**config.mk**
```make
export PLATFORM = sky130hd
export DESIGN_NAME = alu_frame_ctrl_flat
export DESIGN_NICKNAME = d
export VERILOG_FILES = /design/src/rtl/alu_frame_pkg.sv /design/src/rtl/alu_frame_ctrl_if.sv /design/src/rtl/alu_frame_txser.sv /design/src/rtl/alu_frame_ctrl.sv /design/src/flat_wrapper.sv
export SDC_FILE = /design/constraint.sdc
export NUM_CORES = 1
export LEC_CHECK = 0
export ABC_AREA = 0
export CAP_MARGIN = 20
export CORE_MARGIN = 5
export CORE_UTILIZATION = 55
export CTS_CLUSTER_DIAMETER = 100
export DETAILED_ROUTE_END_ITERATION = 16
export MAX_ROUTING_LAYER = met4
export PLACE_DENSITY = 0.83
export SYNTH_ARGS = -nofsm -noshare
export SYNTH_HDL_FRONTEND = slang
export SYNTH_SLANG_ARGS = --single-unit
```
**constraint.sdc**
```tcl
create_clock -name clk_i -period 9.6 [get_ports clk_i]
set_input_delay 1.92 -clock clk_i [delete_from_list [all_inputs] [get_ports clk_i]]
set_output_delay 1.92 -clock clk_i [all_outputs]
set_load 0.005 [all_outputs]
```
**src/rtl/alu_frame_pkg.sv**
```systemverilog
// Shared types and constants for the ALU frame controller: FSM states,
// frame lengths and the layout of the response status byte.
package alu_frame_pkg;

  typedef enum logic [1:0] {
    ST_RECV = 2'd0,
    ST_EXEC = 2'd1,
    ST_SEND = 2'd2
  } state_e;

  localparam int FRAME_RX_BYTES = 5;
  localparam int FRAME_TX_BYTES = 5;
  localparam int ERR_BIT        = 5;
  localparam int FLAG_MSB       = 3;
  localparam int FLAG_LSB       = 0;

  function automatic logic [7:0] make_status(input logic err, input logic [3:0] flags);
    logic [7:0] s;
    s                    = 8'h00;
    s[ERR_BIT]           = err;
    s[FLAG_MSB:FLAG_LSB] = flags;
    return s;
  endfunction

endpackage

```
**src/rtl/alu_frame_ctrl_if.sv**
```systemverilog
// UART-side byte handshakes of the ALU frame controller; the controller
// uses the slave view, the UART side (or a bench) the master view.
interface alu_frame_ctrl_if;
  logic       rx_valid_i;
  logic       rx_ready_o;
  logic [7:0] rx_data_i;
  logic       tx_valid_o;
  logic       tx_ready_i;
  logic [7:0] tx_data_o;

  modport master (
    output rx_valid_i, rx_data_i, tx_ready_i,
    input  rx_ready_o, tx_valid_o, tx_data_o
  );

  modport slave (
    input  rx_valid_i, rx_data_i, tx_ready_i,
    output rx_ready_o, tx_valid_o, tx_data_o
  );
endinterface

```
**src/rtl/alu_frame_txser.sv**
```systemverilog
// Load-then-shift response serializer: emits the loaded word MSB byte first
// over a valid/ready handshake and pulses done on the final transfer.
module alu_frame_txser
  import alu_frame_pkg::*;
(
  input  logic                        clk_i,
  input  logic                        rst_n,
  input  logic                        load_i,
  input  logic [8*FRAME_TX_BYTES-1:0] data_i,
  input  logic                        ready_i,
  output logic                        valid_o,
  output logic [7:0]                  data_o,
  output logic                        done_o
);

  localparam int W = 8 * FRAME_TX_BYTES;
  localparam logic [2:0] LAST_IDX = 3'(FRAME_TX_BYTES - 1);

  logic [W-1:0] sh_q, sh_d;
  logic [2:0]   cnt_q, cnt_d;
  logic         valid_q, valid_d;
  logic         fire;
  logic         last;

  assign fire = valid_q & ready_i;
  assign last = (cnt_q == LAST_IDX);

  always_comb begin
    sh_d    = sh_q;
    cnt_d   = cnt_q;
    valid_d = valid_q;
    if (load_i) begin
      sh_d    = data_i;
      cnt_d   = 3'd0;
      valid_d = 1'b1;
    end else if (fire) begin
      // Shifting zeros in leaves tx_data at 0 once the frame has drained.
      sh_d  = {sh_q[W-9:0], 8'h00};
      cnt_d = cnt_q + 3'd1;
      if (last) begin
        valid_d = 1'b0;
        cnt_d   = 3'd0;
      end
    end
  end

  always_ff @(posedge clk_i or negedge rst_n) begin
    if (!rst_n) begin
      sh_q    <= '0;
      cnt_q   <= 3'd0;
      valid_q <= 1'b0;
    end else begin
      sh_q    <= sh_d;
      cnt_q   <= cnt_d;
      valid_q <= valid_d;
    end
  end

  assign valid_o = valid_q;
  assign data_o  = sh_q[W-1 -: 8];
  assign done_o  = fire & last;

endmodule

```
**src/rtl/alu_frame_ctrl.sv**
```systemverilog
// Command sequencer between UART byte handshakes and a combinational ALU:
// collects a 5-byte command, runs one ALU evaluation, returns 5 response bytes.
module alu_frame_ctrl
  import alu_frame_pkg::*;
#(
  parameter int unsigned TIMEOUT_CYCLES = 1000000,
  parameter int unsigned OP_W           = 3
) (
  input  logic            clk_i,
  input  logic            rst_n,
  alu_frame_ctrl_if.slave uart,
  output logic [31:0]     alu_a_o,
  output logic [31:0]     alu_b_o,
  output logic [OP_W-1:0] alu_op_o,
  input  logic [31:0]     alu_result_i,
  input  logic [3:0]      alu_flags_i,
  output logic            busy_o,
  output logic            timeout_o
);

  localparam int TMO_W = (TIMEOUT_CYCLES > 1) ? $clog2(TIMEOUT_CYCLES) : 1;
  localparam logic [TMO_W-1:0] TMO_LIMIT =
    (TIMEOUT_CYCLES > 0) ? TMO_W'(TIMEOUT_CYCLES - 1) : '0;
  localparam logic [2:0] RX_LAST = 3'(FRAME_RX_BYTES - 1);
  localparam int RESP_W = 8 * FRAME_TX_BYTES;

  state_e            state_q, state_d;
  logic [2:0]        byte_cnt_q, byte_cnt_d;
  logic [31:0]       shreg_q, shreg_d;
  logic [31:0]       a_q, a_d;
  logic [31:0]       b_q, b_d;
  logic [OP_W-1:0]   op_q, op_d;
  logic              err_q, err_d;
  logic [RESP_W-1:0] resp_q, resp_d;
  logic              load_q, load_d;
  logic [TMO_W-1:0]  tmo_cnt_q, tmo_cnt_d;
  logic              timeout_q, timeout_d;

  logic              rx_fire;
  logic              tmo_hit;
  logic [2:0]        cur_cnt;
  logic              tx_done;

  assign rx_fire = uart.rx_valid_i & (state_q == ST_RECV);

  always_comb begin
    state_d    = state_q;
    byte_cnt_d = byte_cnt_q;
    shreg_d    = shreg_q;
    a_d        = a_q;
    b_d        = b_q;
    op_d       = op_q;
    err_d      = err_q;
    resp_d     = resp_q;
    load_d     = 1'b0;
    tmo_cnt_d  = tmo_cnt_q;
    timeout_d  = 1'b0;
    tmo_hit    = 1'b0;
    cur_cnt    = byte_cnt_q;

    case (state_q)
      ST_RECV: begin
        // The timeout fires independently of a coincident byte, which then
        // starts a fresh frame instead of extending the stale one.
        tmo_hit = (TIMEOUT_CYCLES != 0) && (byte_cnt_q != 3'd0) && (tmo_cnt_q == TMO_LIMIT);
        if (tmo_hit) begin
          cur_cnt    = 3'd0;
          byte_cnt_d = 3'd0;
          timeout_d  = 1'b1;
          tmo_cnt_d  = '0;
        end else if (rx_fire || (byte_cnt_q == 3'd0)) begin
          tmo_cnt_d = '0;
        end else begin
          tmo_cnt_d = tmo_cnt_q + TMO_W'(1);
        end

        if (rx_fire) begin
          if (cur_cnt == RX_LAST) begin
            a_d        = {{16{shreg_q[31]}}, shreg_q[31:16]};
            b_d        = {{16{shreg_q[15]}}, shreg_q[15:0]};
            op_d       = uart.rx_data_i[OP_W-1:0];
            err_d      = ((uart.rx_data_i >> OP_W) != 8'h00);
            byte_cnt_d = 3'd0;
            state_d    = ST_EXEC;
          end else begin
            shreg_d    = {shreg_q[23:0], uart.rx_data_i};
            byte_cnt_d = cur_cnt + 3'd1;
          end
        end
      end

      ST_EXEC: begin
        if (err_q) begin
          resp_d = {32'h0000_0000, make_status(1'b1, 4'h0)};
        end else begin
          resp_d = {alu_result_i, make_status(1'b0, alu_flags_i)};
        end
        load_d  = 1'b1;
        state_d = ST_SEND;
      end

      ST_SEND: begin
        if (tx_done) begin
          state_d = ST_RECV;
        end
      end

      default: begin
        state_d    = ST_RECV;
        byte_cnt_d = 3'd0;
      end
    endcase
  end

  always_ff @(posedge clk_i or negedge rst_n) begin
    if (!rst_n) begin
      state_q    <= ST_RECV;
      byte_cnt_q <= 3'd0;
      shreg_q    <= 32'h0;
      a_q        <= 32'h0;
      b_q        <= 32'h0;
      op_q       <= '0;
      err_q      <= 1'b0;
      resp_q     <= '0;
      load_q     <= 1'b0;
      tmo_cnt_q  <= '0;
      timeout_q  <= 1'b0;
    end else begin
      state_q    <= state_d;
      byte_cnt_q <= byte_cnt_d;
      shreg_q    <= shreg_d;
      a_q        <= a_d;
      b_q        <= b_d;
      op_q       <= op_d;
      err_q      <= err_d;
      resp_q     <= resp_d;
      load_q     <= load_d;
      tmo_cnt_q  <= tmo_cnt_d;
      timeout_q  <= timeout_d;
    end
  end

  alu_frame_txser u_txser (
    .clk_i   (clk_i),
    .rst_n   (rst_n),
    .load_i  (load_q),
    .data_i  (resp_q),
    .ready_i (uart.tx_ready_i),
    .valid_o (uart.tx_valid_o),
    .data_o  (uart.tx_data_o),
    .done_o  (tx_done)
  );

  assign uart.rx_ready_o = (state_q == ST_RECV);
  assign alu_a_o         = a_q;
  assign alu_b_o         = b_q;
  assign alu_op_o        = op_q;
  assign busy_o          = (state_q != ST_RECV);
  assign timeout_o       = timeout_q;

endmodule

```
**src/flat_wrapper.sv**
```systemverilog
// flat-port wrapper written by rule: the top's interface ports become plain ports
module alu_frame_ctrl_flat import alu_frame_pkg::*;
#(
  parameter int unsigned TIMEOUT_CYCLES = 1000000,
  parameter int unsigned OP_W           = 3
)
  (clk_i, rst_n, alu_a_o, alu_b_o, alu_op_o, alu_result_i, alu_flags_i, busy_o, timeout_o, uart_rx_valid_i, uart_rx_data_i, uart_tx_ready_i, uart_rx_ready_o, uart_tx_valid_o, uart_tx_data_o);
  alu_frame_ctrl_if uart_i ();
  input  logic clk_i;
  input  logic rst_n;
  output logic [31:0] alu_a_o;
  output logic [31:0] alu_b_o;
  output logic [OP_W-1:0] alu_op_o;
  input  logic [31:0] alu_result_i;
  input  logic [3:0] alu_flags_i;
  output logic busy_o;
  output logic timeout_o;
  input wire logic [$bits(uart_i.rx_valid_i)-1:0] uart_rx_valid_i;
  input wire logic [$bits(uart_i.rx_data_i)-1:0] uart_rx_data_i;
  input wire logic [$bits(uart_i.tx_ready_i)-1:0] uart_tx_ready_i;
  output wire logic [$bits(uart_i.rx_ready_o)-1:0] uart_rx_ready_o;
  output wire logic [$bits(uart_i.tx_valid_o)-1:0] uart_tx_valid_o;
  output wire logic [$bits(uart_i.tx_data_o)-1:0] uart_tx_data_o;
  assign uart_i.rx_valid_i = uart_rx_valid_i;
  assign uart_i.rx_data_i = uart_rx_data_i;
  assign uart_i.tx_ready_i = uart_tx_ready_i;
  assign uart_rx_ready_o = uart_i.rx_ready_o;
  assign uart_tx_valid_o = uart_i.tx_valid_o;
  assign uart_tx_data_o = uart_i.tx_data_o;
  alu_frame_ctrl #(.TIMEOUT_CYCLES(TIMEOUT_CYCLES), .OP_W(OP_W)) u_core (.clk_i(clk_i), .rst_n(rst_n), .uart(uart_i), .alu_a_o(alu_a_o), .alu_b_o(alu_b_o), .alu_op_o(alu_op_o), .alu_result_i(alu_result_i), .alu_flags_i(alu_flags_i), .busy_o(busy_o), .timeout_o(timeout_o));
endmodule
```
==> impl_results.md, run 1 <==
* Hold Fails Final Rpt at 0
* Starting DRC count in detailed routing at 416
* Worst vdd ir at 189.9 uV
* Overall Power at 0.002922 W
* Die X at 129.5 um
* Placeable Area at 13930 um2
* Path type of the worst setup path: reg -> out
* Die H at 129.5 um
* Post-synth EDFFs at 0
* WHS Endpoint: u_core.u_txser.sh_q[17]
* Largest family of logic cells by synthesized area: multiplexers
* Placed Area at 8884 um2
* Num ports at 127
* Most common cell after layout, fill and taps aside: dfrtp_1
* Status: finished clean
* Clock Tree Buf Depth at 2
* Multiplexer share of the synthesized area at 14.59%
* Pins Over Slew Limit at 0
* Prevailing post-synth register cell: dfrtp_1
* Compound-gate portion of the synthesized area at 7.850%
* RSZ-0062 raised after global routing: no
* Final WL at 16850 um
* Gpl congestion at 0.8559
* Req. time, crit path at 7.68 ns
* Diode count at 0
* Clk slew on worst S/H paths at 0.07 ns
* Vias/cell at 5.496
* Total CTS buffers at 17
* Critical Path AT at 2.27 ns
* Capturing point of the worst reg2reg path: u_core.alu_a_o[14]
* RR Startpoint: u_core.tmo_cnt_q[11]
* Clock sinks at 173
* Syn_nets at 750
* Syn_area_per_cell at 11.32 um2
* Adder-Cell Fraction of Synth Area at 1.274%
* Post-route cell area at 9547 um2
* Synth Area in Simple Gates at 11.61%
* Synth Area in XOR/XNOR at 1.338%
* Die area at 16780 um2
* Skew final at 0.01163 ns
* # hold bufs at CTS at 0
* Fin crit period at 4.189 ns
* ANT nets after route at 0
* Yosys cell types at 55
* Post-Syn Area at 7858 um2
* Layout cells sized above 1 at 15.13%
* Final period util at 43.64%
* Fillers at 980
* Number of nets in the layout at 823
* Later-pin clock latency in the skew report at 0.43 ns
* Initial Util at 56.39%
* R2R Setup Slk at 6.13 ns
* Hold Path Class: reg -> reg
* Port-buffer cells at 126
* R2R depth at 9
* Post-synthesis sequential area ratio at 55.10%
* Fmax at 0.2387 GHz
* Initial antenna violation count at 0
* Worst-Margin Slew at 0.9977 ns
* Leakage power at 4.224 nW
* Post-CTS setup buffer count at 0
* Worst slew margin at 33.48%
* Worst Hold Launch: u_core.resp_q[17]
* Std-Cell Rows at 43
* DR DRC count at 0
* Startpoint Class: flop
* DR vias at 5276
* Routed len/inst at 17.55 um
* TNS Setup at 0 ns
* DP HPWL at 10740 um
* Number of global-route vias before repair at 5594
* Mapped Cells at 694
* CTS root buf: clkbuf_16
* Hold-critical path depth at 2
* CTS tree: done
* Max-Cap Viols at 0
* Async SR Flop Fraction at 100.0%
* First-pass GRT wire length at 27550 um
* CP max FO at 12
* Pwr dens at 306.1 nW/um2
* Setup violators final at 0
* Crit path capture type: primary output
* Area added between synthesis and finish at 21.50%
* Yosys warning total at 0
* Pre-Repair DR Iteration Count at 4
* Total gr overflow at 0
* Most frequent cells in the layout: dfrtp_1 (172), clkdlybuf4s50_1 (125), o21ai_0 (81)
* H-Tree Depth at 4
* Cts repair resizes at 0
* Flops & latches, synth at 173
* Largest net degree at the start of global routing at 106
* GRT Util Overall at 21.33%
-- report_power, final --
group          internal [W]  total, W  switching, W
sequential          0.00101   0.00124      0.000225
clock              0.000396  0.000694      0.000298
combinational      0.000592  0.000989      0.000396
total               0.00200   0.00292      0.000919
-- registers in the layout, summed over array words and instances (netlist names) --
register / count
u_core.alu_b_o: 16
u_core.timeout_o: 1
u_core.alu_a_o: 16
u_core.load_q: 1
u_core.resp_q: 37
u_core.shreg_q: 32
u_core.byte_cnt_q: 3
u_core.u_txser.valid_o: 1
u_core.state_q: 2
u_core.tmo_cnt_q: 20
u_core.alu_op_o: 3
u_core.err_q: 1
u_core.u_txser.cnt_q: 3
u_core.u_txser.sh_q: 37
-- critical path, stage by stage, from the launching register on --
cell and delay [ns]:
dfrtp_1 0.41, inv_1 0.11, ha_1 0.47, inv_1 0.32
clkdlybuf4s50_1 0.53
-- logic make-up after synthesis --
group           count (synthesis)
compound gates                108
flops                         173
xor+xnor                       12
simple gates                  169
fa+ha+maj                       8
buf+inv                       122
mux                           102
-- metrics by stage --
| stage | utilization, % | hold WS (ns) | setup WS, ns | instances |
|---|---|---|---|---|
| floorplan | - | 0.4492 | 6.309 | 694 |
| global placement | 63.75 | 0.4614 | 5.035 | 925 |
| detailed placement | 63.75 | 0.4738 | 4.984 | 925 |
| CTS | 68.03 | 0.4869 | 5.401 | 957 |
| global route | 68.51 | 0.5099 | 5.280 | 960 |
| finish | 68.51 | 0.4815 | 5.411 | 960 |
-- final cells by class --
type / count / area [um2] / share of cell area [%]
inverters: 46 / 172.7 / 1.809
clock buffers: 19 / 442.9 / 4.640
well taps: 180 / 225.2 / 2.359
repair buffers: 130 / 1338 / 14.01
multi-input cells: 399 / 2885 / 30.22
flip-flops and latches: 173 / 4330 / 45.36
clock inverters: 13 / 152.6 / 1.599
-- worst max-delay path by stage --
stage,startpoint,endpoint,slack (ns),depth (start not counted)
3_3_place_gp,uart_tx_ready_i,u_core.state_q[1],5.03,6
3_5_place_dp,uart_tx_ready_i,u_core.state_q[1],4.98,6
4_1_cts,uart_tx_ready_i,u_core.state_q[1],5.40,6
6_report,u_core.state_q[0],busy_o,5.41,4
5_1_grt,u_core.state_q[0],busy_o,5.28,4
2_1_floorplan,uart_tx_ready_i,u_core.state_q[1],6.31,5
-- metal layers --
layer	vias up	track usage, %	part of all wire, %
met2	145	34.21	51
met3	36	4.493	4.7
met4	0	8.863	2.7
met5	-	-	0
li1	2466	-	-
met1	2629	26.51	42
-- cell usage after synthesis, types with 2 or more instances --
library cell | count | area (um2)
o22ai_1 | 2 | 12.51
nand3_1 | 9 | 45.04
a31oi_1 | 8 | 50.05
a22o_1 | 2 | 17.52
mux2i_1 | 32 | 320.3
and4_1 | 2 | 17.52
or4_1 | 2 | 15.01
buf_4 | 41 | 307.8
buf_6 | 2 | 22.52
mux2_4 | 10 | 150.1
or3_1 | 4 | 25.02
dfrtp_1 | 173 | 4329
o21ai_0 | 81 | 405.4
nand4_1 | 6 | 37.54
nand2_1 | 64 | 240.2
ha_1 | 8 | 100.1
buf_1 | 6 | 22.52
buf_2 | 4 | 20.02
xnor2_1 | 5 | 43.79
mux2_2 | 59 | 664.4
clkbuf_1 | 22 | 82.58
nor2_1 | 29 | 108.9
inv_1 | 46 | 172.7
xor2_1 | 7 | 61.31
a21oi_1 | 5 | 25.02
nand3b_1 | 36 | 270.3
Note: power is estimated with default switching activity, not from simulation.
==> inputs of run 2 (changes only) <==
- CORE_UTILIZATION: 55 -> 54
- PLACE_DENSITY: 0.83 -> 0.81
- clock period: 9.6 -> 3.97 ns (I/O delays scaled with it)
==> run 2 against run 1 <==
Power rose by 140%. Die area rose by 1.7%. Core utilization fell by 2.3 points. Register-to-register slack lost 5.5 ns. Critical endpoint is now u_core.alu_b_o[12]. Wire length is 5.3% lower. Global-route usage fell by 0.97 points. Worst setup slack got worse by 4.8 ns. First-iteration DRC count down 31%. Largest power group unchanged. Clock skew hardly changed.
==> impl_results.md, run 2 (same netlist as run 1, synthesis figures left out) <==
* Most common cell after layout, fill and taps aside: dfrtp_1 (unchanged)
* Hold Fails Final Rpt at 0 (unchanged)
* Setup violators final at 0 (unchanged)
* Die area at 17060 um2 (was 16780 um2)
* Worst vdd ir at 439.3 uV (was 189.9 uV)
* Die H at 130.6 um (was 129.5 um)
* Number of global-route vias before repair at 5414 (was 5594)
* Largest regs: u_core.resp_q: 37 flops, u_core.u_txser.sh_q: 37 flops, u_core.shreg_q: 32 flops (unchanged)
* Area added between synthesis and finish at 21.62% (was 21.50%)
* Layout cells sized above 1 at 15.58% (was 15.13%)
* Starting DRC count in detailed routing at 286 (was 416)
* Startpoint Class: flop (unchanged)
* Routed len/inst at 16.51 um (was 17.55 um)
* Crit path capture type: flop (was primary output)
* Largest net degree at the start of global routing at 79 (was 106)
* Later-pin clock latency in the skew report at 0.43 ns (about the same)
* Reg power frac at 42.7% (was 42.4%)
* Clock sinks at 173 (unchanged)
* Status: finished clean (unchanged)
* Worst-Margin Slew at 0.9227 ns (was 0.9977 ns)
* Layout Utilization at 66.26% (was 68.51%)
* Fillers at 1096 (was 980)
* DP HPWL at 10720 um (was 10740 um)
* Clock Power Share at 23.8% (was 23.7%)
* Worst path slowest cell: a211o_2 (was clkdlybuf4s50_1)
* Net Sw Power at 0.002207 W (was 0.0009194 W)
* Port-buffer cells at 126 (unchanged)
* Clock Tree Buf Depth at 2 (unchanged)
* Std-Cell Rows at 44 (was 43)
* Cts repair resizes at 0 (unchanged)
* Critical Path AT at 3.68 ns (was 2.27 ns)
* Initial antenna violation count at 0 (unchanged)
* RSZ-0062 raised after global routing: no (unchanged)
* Placeable Area at 14420 um2 (was 13930 um2)
* Pins Over Slew Limit at 0 (unchanged)
* CP max FO at 38 (was 12)
* Total gr overflow at 0 (unchanged)
* Path type of the worst setup path: reg -> reg (was reg -> out)
* Die X at 130.6 um (was 129.5 um)
* Most frequent cells in the layout: dfrtp_1 (172), clkdlybuf4s50_1 (125), o21ai_0 (81) (unchanged)
* Max-Cap Viols at 0 (unchanged)
* DR vias at 5106 (was 5276)
* Leakage power at 4.231 nW (was 4.224 nW)
* Final WL at 15970 um (was 16850 um)
* H-Tree Depth at 4 (unchanged)
* Internal power at 0.004774 W (was 0.002003 W)
* R2R depth at 9 (unchanged)
* Multi-input gate area at 2885 um2 (unchanged)
* Gpl congestion at 0.8107 (was 0.8559)
* Net switching fraction of the power at 31.62% (was 31.46%)
* Vias/cell at 5.280 (was 5.496)
* Fin crit period at 3.365 ns
* Clk slew on worst S/H paths at 0.07 ns (about the same)
* Number of nets in the layout at 826 (was 823)
* ANT nets after route at 0 (unchanged)
* Fmax at 0.2972 GHz
* Req. time, crit path at 4.28 ns (was 7.68 ns)
* CTS tree: done (unchanged)
* Num ports at 127 (unchanged)
* Final period util at 84.76%
* Hold Path Class: in -> async (was reg -> reg)
* Cell Chain, Critical Path: or4b_4 > nor4_4 > nand2_4 > and2_2 > inv_1 > ha_1 > nand2_1 > a211o_2 > mux2_2 (was inv_1 > ha_1 > inv_1 > clkdlybuf4s50_1)
* Post-CTS setup buffer count at 0 (unchanged)
* Skew final at 0.01190 ns (was 0.01163 ns)
* DR DRC count at 0 (unchanged)
* First-pass GRT wire length at 26640 um (was 27550 um)
* GRT Util Overall at 20.36% (was 21.33%)
* # hold bufs at CTS at 0 (unchanged)
* Pwr dens at 730.5 nW/um2 (was 306.1 nW/um2)
* Diode count at 0 (unchanged)
* Register area at 4330 um2 (unchanged)
* Combinational Power Share at 33.5% (was 33.8%)
* Pre-Repair DR Iteration Count at 4 (unchanged)
* Initial Util at 54.48% (was 56.39%)
* CP peak stage delay at 0.62 ns (was 0.53 ns)
* Total CTS buffers at 17 (unchanged)
* Worst slew margin at 38.49% (was 33.48%)
* TNS Setup at 0 ns (unchanged)
* CTS root buf: clkbuf_16 (unchanged)
run 2: through the flow:
stage | area [um2] | setup slack [ns] | hold WS, ns | total power [W] | cells
after CTS | 9537 | 0.6021 | 0.3991 | 0.007052 | 966
after detailed placement | 8939 | 0.6247 | 0.4715 | 0.005357 | 934
after global placement | 8939 | 0.7246 | 0.4620 | 0.005235 | 934
final | 9557 | 0.6048 | 0.3882 | 0.006981 | 967
after global routing | 9557 | 0.4557 | 0.4383 | 0.007446 | 967
after floorplan | 7858 | 0.9120 | 0.4492 | 0.004407 | 694
run 2: power by group through the flow:
stage	registers [W]	clock network [W]	logic [W]
6_report	0.00298	0.00166	0.00234
4_1_cts	0.00301	0.00169	0.00235
2_1_floorplan	0.00282	0	0.00158
5_1_grt	0.00308	0.00178	0.00259
3_5_place_dp	0.00304	0	0.00232
3_3_place_gp	0.00299	0	0.00225
run 2: cell type report:
type / instances / share of cell area [%]
tap: 184 / 2.409
multi-input combinational: 399 / 30.19
sequential: 173 / 45.31
inverter: 46 / 1.807
timing repair buffer: 133 / 14.02
clock buffer: 17 / 4.451
clock inverter: 15 / 1.807
run 2: per-layer routing:
| layer | track usage, % | wire length (um) | up-vias |
|---|---|---|---|
| met5 | - | 0 | - |
| met4 | 5.626 | 119 | 0 |
| met3 | 5.691 | 727 | 12 |
| met2 | 32.18 | 8074 | 106 |
| met1 | 26.03 | 7044 | 2501 |
| li1 | - | - | 2487 |
run 2: path summary, 6_finish.rpt:
| path | from | endpoint | slack [ns] |
|---|---|---|---|
| max | u_core.tmo_cnt_q[11] | u_core.alu_b_o[12] | 0.60 |
| min | rst_n | u_core.resp_q[8] | 0.39 |
| max reg2reg | u_core.tmo_cnt_q[11] | u_core.alu_b_o[12] | 0.60 |
| min reg2reg | u_core.resp_q[15] | u_core.u_txser.sh_q[15] | 0.49 |
| max in group asynchronous | rst_n | u_core.alu_a_o[9] | 2.74 |
| min in group clk_i | u_core.resp_q[15] | u_core.u_txser.sh_q[15] | 0.49 |
run 2: worst max-delay path: cells and delay by family (launching register included):
kind | cells | cell delay, ns
AND/OR/NAND/NOR | 5 | 1.48
AO/OA/AOI/OAI | 1 | 0.62
flip-flops | 1 | 0.44
multiplexers | 1 | 0.41
adder cells (fa/ha/maj) | 1 | 0.22
buffers and inverters | 1 | 0.06
